[src/rtl/sevenseg_pkg.sv]
// ============================================================================
// Module : sevenseg_pkg
// Brief  : Seven-segment codes, decoded value markers and reader FSM states.
// Rev    : 1.0
// ============================================================================
`default_nettype none

package sevenseg_pkg;

    // Segment codes, gfedcba order, active high
    localparam logic [6:0] SEG_0     = 7'h3F;
    localparam logic [6:0] SEG_1     = 7'h06;
    localparam logic [6:0] SEG_2     = 7'h5B;
    localparam logic [6:0] SEG_3     = 7'h4F;
    localparam logic [6:0] SEG_4     = 7'h66;
    localparam logic [6:0] SEG_5     = 7'h6D;
    localparam logic [6:0] SEG_6     = 7'h7D;
    localparam logic [6:0] SEG_7     = 7'h07;
    localparam logic [6:0] SEG_8     = 7'h7F;
    localparam logic [6:0] SEG_9     = 7'h6F;
    localparam logic [6:0] SEG_BLANK = 7'h00;

    localparam logic [3:0] VAL_BLANK   = 4'd12;
    localparam logic [3:0] VAL_INVALID = 4'd15;

    typedef enum logic [0:0] {
        ST_SETTLE = 1'b0,
        ST_LOCKED = 1'b1
    } state_t;

endpackage

`default_nettype wire

[src/rtl/sevenseg_decode.sv]
// ============================================================================
// Module : sevenseg_decode
// Brief  : Combinational segment pattern to 4-bit value decoder.
// Rev    : 1.0
// ============================================================================
`default_nettype none

module sevenseg_decode
    import sevenseg_pkg::*;
(
    input  logic [6:0] seg,
    output logic [3:0] value,
    output logic       invalid
);

    always_comb begin
        value   = VAL_INVALID;
        invalid = 1'b0;
        case (seg)
            SEG_0:     value = 4'd0;
            SEG_1:     value = 4'd1;
            SEG_2:     value = 4'd2;
            SEG_3:     value = 4'd3;
            SEG_4:     value = 4'd4;
            SEG_5:     value = 4'd5;
            SEG_6:     value = 4'd6;
            SEG_7:     value = 4'd7;
            SEG_8:     value = 4'd8;
            SEG_9:     value = 4'd9;
            SEG_BLANK: value = VAL_BLANK;
            default: begin
                value   = VAL_INVALID;
                invalid = 1'b1;
            end
        endcase
    end

endmodule

`default_nettype wire

[src/rtl/sevenseg_reader.sv]
// ============================================================================
// Module : sevenseg_reader
// Brief  : Synchronises, debounces and decodes a seven-segment bus.
// Rev    : 1.0
// ============================================================================
`default_nettype none

module sevenseg_reader
    import sevenseg_pkg::*;
#(
    parameter int STABLE_CYCLES = 4,   // 1..15
    parameter int CNT_W         = 8
) (
    input  logic             clk,
    input  logic             rst_n,
    input  logic [6:0]       seg_in,
    input  logic             clr,
    output logic [3:0]       value,
    output logic             blank,
    output logic             invalid,
    output logic             update,
    output logic [CNT_W-1:0] change_cnt,
    output logic             err_sticky
);

    localparam logic [3:0] C_STABLE = 4'(STABLE_CYCLES);

    logic [6:0] r_s1;
    logic [6:0] r_s2;
    logic [6:0] r_cand;
    logic [6:0] r_committed;
    logic [3:0] r_cnt;
    state_t     r_state;

    logic       w_change;
    logic [6:0] w_next_cand;
    logic [3:0] w_next_cnt;
    logic       w_counting;
    logic       w_reach;
    logic       w_commit;
    logic [3:0] w_dec_value;
    logic       w_dec_invalid;

    always_ff @(posedge clk or negedge rst_n) begin
        if (!rst_n) begin
            r_s1 <= SEG_BLANK;
            r_s2 <= SEG_BLANK;
        end else begin
            r_s1 <= seg_in;
            r_s2 <= r_s1;
        end
    end

    assign w_change    = (r_s2 != r_cand);
    assign w_next_cand = w_change ? r_s2 : r_cand;
    assign w_next_cnt  = w_change ? 4'd1 :
                         ((r_cnt == 4'hF) ? 4'hF : r_cnt + 4'd1);
    assign w_counting  = w_change || (r_state == ST_SETTLE);
    assign w_reach     = w_counting && (w_next_cnt >= C_STABLE);
    assign w_commit    = w_reach && (w_next_cand != r_committed);

    // Decode the candidate as it will stand after this edge, so that a
    // single-cycle threshold can commit on the very edge that loads it.
    sevenseg_decode u_decode (
        .seg     (w_next_cand),
        .value   (w_dec_value),
        .invalid (w_dec_invalid)
    );

    always_ff @(posedge clk or negedge rst_n) begin
        if (!rst_n) begin
            r_state     <= ST_LOCKED;
            r_cand      <= SEG_BLANK;
            r_cnt       <= C_STABLE;
            r_committed <= SEG_BLANK;
            value       <= VAL_BLANK;
            blank       <= 1'b1;
            invalid     <= 1'b0;
            update      <= 1'b0;
            change_cnt  <= '0;
            err_sticky  <= 1'b0;
        end else begin
            update <= w_commit;
            r_cand <= w_next_cand;
            if (w_counting) begin
                r_cnt <= w_next_cnt;
            end

            if (w_reach) begin
                r_state <= ST_LOCKED;
            end else if (w_change) begin
                r_state <= ST_SETTLE;
            end

            if (w_commit) begin
                r_committed <= w_next_cand;
                value       <= w_dec_value;
                blank       <= (w_dec_value == VAL_BLANK);
                invalid     <= w_dec_invalid;
            end

            // Clear first, then count this edge's commit on top of it
            if (clr) begin
                change_cnt <= w_commit ? CNT_W'(1) : '0;
            end else if (w_commit) begin
                change_cnt <= change_cnt + CNT_W'(1);
            end

            if (w_commit && w_dec_invalid) begin
                err_sticky <= 1'b1;
            end else if (clr) begin
                err_sticky <= 1'b0;
            end
        end
    end

endmodule

`default_nettype wire

[config.mk]
export PLATFORM = sky130hd
export DESIGN_NAME = sevenseg_reader
export DESIGN_NICKNAME = d
export VERILOG_FILES = /design/src/rtl/sevenseg_pkg.sv /design/src/rtl/sevenseg_decode.sv /design/src/rtl/sevenseg_reader.sv
export SDC_FILE = /design/constraint.sdc
export NUM_CORES = 1
export LEC_CHECK = 0
export CELL_PAD_IN_SITES_DETAIL_PLACEMENT = 2
export CELL_PAD_IN_SITES_GLOBAL_PLACEMENT = 2
export CORE_ASPECT_RATIO = 1.1
export CORE_MARGIN = 4
export CORE_UTILIZATION = 39
export CTS_BUF_LIST = sky130_fd_sc_hd__clkbuf_8
export DETAILED_ROUTE_END_ITERATION = 12
export MAX_ROUTING_LAYER = met4
export PLACE_DENSITY = 0.81
export SYNTH_ARGS = -nofsm -noshare
export SYNTH_HDL_FRONTEND = slang
export SYNTH_SLANG_ARGS = --single-unit
[constraint.sdc]
create_clock -name clk -period 2.6 [get_ports clk]
set_input_delay 0.52 -clock clk [delete_from_list [all_inputs] [get_ports clk]]
set_output_delay 0.52 -clock clk [all_outputs]
set_load 0.03 [all_outputs]
==> flow_metrics.env, run 1 <==
export IMPL_vias_per_cell=5.29
export IMPL_ys_seq_area_share_pct=52.0
export IMPL_yosysTopAreaCellShare_pct=46.5
export IMPL_clk_pin_slew_ns=0.09
export IMPL_fin_crit_ns=2.37
export IMPL_drv_cap=0
export IMPL_max_freq_mhz=421
export IMPL_wl_per_cell_um=19.0
export IMPL_drive_gt1_share_pct=18.7
export IMPL_setup_viol=0
export IMPL_core_area_um2=5840
export IMPL_hold_start="r_s1[4]"
export IMPL_synth_most_common_cell="dfrtp_1"
export IMPL_min_period_over_period_pct=91.3
export IMPL_htree_num_levels=2
export IMPL_whs_ns=0.353
export IMPL_worst_slew_pin_slew_ns=0.875
export IMPL_syn_area_per_cell_um2=12.0
export IMPL_nets=230
export IMPL_crit_chain="xor2_1 > nor4_4 > nand4_4 > nor3_4 > buf_4 > mux2_2"
export IMPL_hold_depth=0
export IMPL_r2r_start="r_s2[5]"
export IMPL_drv_slew=0
export IMPL_cpPeakStageDelay_ns=0.67
export IMPL_antennaDiodeCount=0
export IMPL_drc_errors=0
export IMPL_crit_slowest_cell="dfrtp_1"
export IMPL_synthTopCellsByArea="dfrtp_1 46%, dfstp_2 5.5%, mux2_2 3.8%"
export IMPL_syn_nets=210
export IMPL_synth_cells=198
export IMPL_yosys_warnings=0
export IMPL_synth_top_area_cell="dfrtp_1"
export IMPL_reg2regPathDepth=6
export IMPL_outcome="completed"
export IMPL_p_leak_nw=1.16
export IMPL_syn2layout_area_growth_pct=17.7
export IMPL_drt_pass1_iterations=4
export IMPL_ys_seq_elements=49
export IMPL_grt_pass1_vias=1828
export IMPL_cts_repair_resized=0
export IMPL_gp_congestion=0.819
export IMPL_timing_rr_end="r_committed[1]"
export IMPL_cp_arrival_ns=2.57
export IMPL_async_flop_share_pct=100
export IMPL_io_buffer_count=25
export IMPL_cts_tree="yes"
export IMPL_clockBufferDepth=2
export IMPL_synth_edf_count=0
export IMPL_chipWidth_um=82.3
export IMPL_cp_required_ns=2.79
export IMPL_reg2reg_setup_slack_ns=0.23
export IMPL_hold_path_end="r_s2[4]"
export IMPL_antenna_found_initial=0
export IMPL_cp_max_fo=16
export IMPL_dr_first_iter_drc_count=87
export IMPL_track_usage_pct=17.6
export IMPL_cts_root_buf="clkbuf_8"
export IMPL_dp_hpwl_um=3990
export IMPL_overflow=0
export IMPL_die_y_um=89.8
export IMPL_relSlewSlack_pct=41.3
export IMPL_grt_max_degree=28
export IMPL_max_vdd_ir_drop_v=0.000289
export IMPL_start_util_pct=40.6
export IMPL_rows=29
export IMPL_design_die_area_um2=7390
export IMPL_synth_ff_type="dfrtp_1"
export IMPL_synth_cells_most_frequent="44 x dfrtp_1, 12 x nor2_1, 10 x clkbuf_1, 10 x nand2_1"
export IMPL_hp_class="reg -> reg"
export IMPL_numCtsBuffers=5
export IMPL_path_class="reg -> reg"
export IMPL_end_kind="flip-flop"
export IMPL_hold_violations=0
export IMPL_pwr_density_cell_nw_per_um2=552
export IMPL_ant_nets=0
export IMPL_rsz0062_at_grt="false"
export IMPL_fin_skew_ns=0.00751
export IMPL_cts_sinks=49
export IMPL_clk_latency_ns=0.30
export IMPL_via_count=1566
export IMPL_synth_cell_type_count=51
export IMPL_pin_count=26
export IMPL_wl_um=5620
export IMPL_synth_area_um2=2370
export IMPL_grt_pass1_wl_um=9750
export IMPL_critPathLaunchType="flip-flop"
export IMPL_setup_tns_ns=0
power by group:
part,switching (mW),total (mW),internal (mW)
clock network,0.252,0.634,0.382
logic,0.0555,0.0986,0.0431
registers,0.0277,0.807,0.780
total,0.336,1.54,1.20
registers in the layout, indices dropped and copies added (netlist names), 4 cells and up:
signal / flops
r_s2: 7
r_s1: 7
r_committed: 7
value: 4
r_cnt: 4
change_cnt: 8
r_cand: 7
cells in the final DEF (no fill, tap or decap), types with 2 or more instances in the layout:
master | Yosys | final
xnor2_1 | 8 | 8
bufinv_16 | 0 | 2
dfrtp_1 | 44 | 44
dfstp_2 | 5 | 5
mux2_2 | 8 | 8
nand2b_1 | 2 | 2
o21ai_0 | 4 | 4
nand2_1 | 10 | 10
clkdlybuf4s50_1 | 0 | 24
nor2b_1 | 8 | 8
and2_1 | 2 | 2
nor3_1 | 2 | 2
a211oi_1 | 2 | 2
or3_1 | 2 | 2
nand4_1 | 3 | 3
nor4b_1 | 2 | 2
mux2_4 | 4 | 4
xor2_1 | 6 | 6
buf_4 | 0 | 6
inv_1 | 4 | 4
a21oi_1 | 3 | 3
or4bb_1 | 2 | 2
nor4_4 | 3 | 3
clkbuf_8 | 0 | 5
a31oi_1 | 2 | 2
a21o_1 | 3 | 3
ha_1 | 2 | 2
o32a_1 | 2 | 2
nor2_1 | 12 | 12
nor4_1 | 5 | 5
mux2_1 | 5 | 5
nand3_1 | 4 | 4
a221oi_1 | 2 | 2
through the flow:
stage / power (mW) / area (um2) / setup WS (ns) / utilization, % / cells
6_report: 1.54 / 2790 / 0.226 / 47.7 / 296
5_1_grt: 1.62 / 2790 / 0.0580 / 47.7 / 296
2_1_floorplan: 0.877 / 2370 / 0.483 / - / 198
4_1_cts: 1.56 / 2790 / 0.144 / 47.7 / 296
3_5_place_dp: 0.922 / 2650 / 0.173 / 45.3 / 287
3_3_place_gp: 0.912 / 2650 / 0.355 / 45.3 / 287
final cells by class:
class | count | area [um2]
Fill cell | 582 | 3050
Sequential cell | 49 | 1230
Multi-Input combinational cell | 126 | 1010
Timing Repair Buffer | 32 | 300
Tap cell | 77 | 96.3
Clock buffer | 5 | 68.8
Clock inverter | 3 | 65.1
Inverter | 4 | 15.0
timing repair:
action | CTS | global route
hold endpoints to repair | 2 | 0
hold buffers | 1 | 0
setup endpoints to repair | 0 | 0
setup buffers | 0 | 0
worst max path at each step:
stage,cells past startpoint,start,endpoint,slack [ns]
after detailed placement,5,r_s2[1],change_cnt[3],0.17
final,6,r_s2[5],r_committed[1],0.23
after global placement,5,r_s2[1],change_cnt[4],0.36
after floorplan,7,r_cnt[0],r_committed[2],0.48
after CTS,5,r_s2[1],change_cnt[3],0.14
after global routing,5,r_s2[5],change_cnt[3],0.06
logic make-up after synthesis:
logic type,synth area share [%]
DFF,52.0
and+or+nand+nor,19.0
AOI/OAI and AO/OA,7.60
buffers and inverters,5.33
muxes,9.13
adders and majority gates,1.06
xor gates and xnor gates,5.86
per-layer routing:
layer	track usage (%)	vias to the layer above	share of wire, %
met4	4.99	0	1.4
li1	-	734	-
met3	3.20	9	1.9
met5	-	-	0
met2	26.9	17	52
met1	23.9	806	45
worst max-delay path, delay by kind of cell, from the launching register on:
family	cells	cell delay, ns
xor+xnor	1	0.19
flops	1	0.67
mux	1	0.35
buf+inv	1	0.24
simple gates	3	0.81
Power figures use the tool's default switching activity.
==> run 2: changes to the inputs <==
Settings changed: SLEW_MARGIN from default to 20.
==> results of run 2 <==
No change in the layout: final DEF, timing and power equal those of run 1.
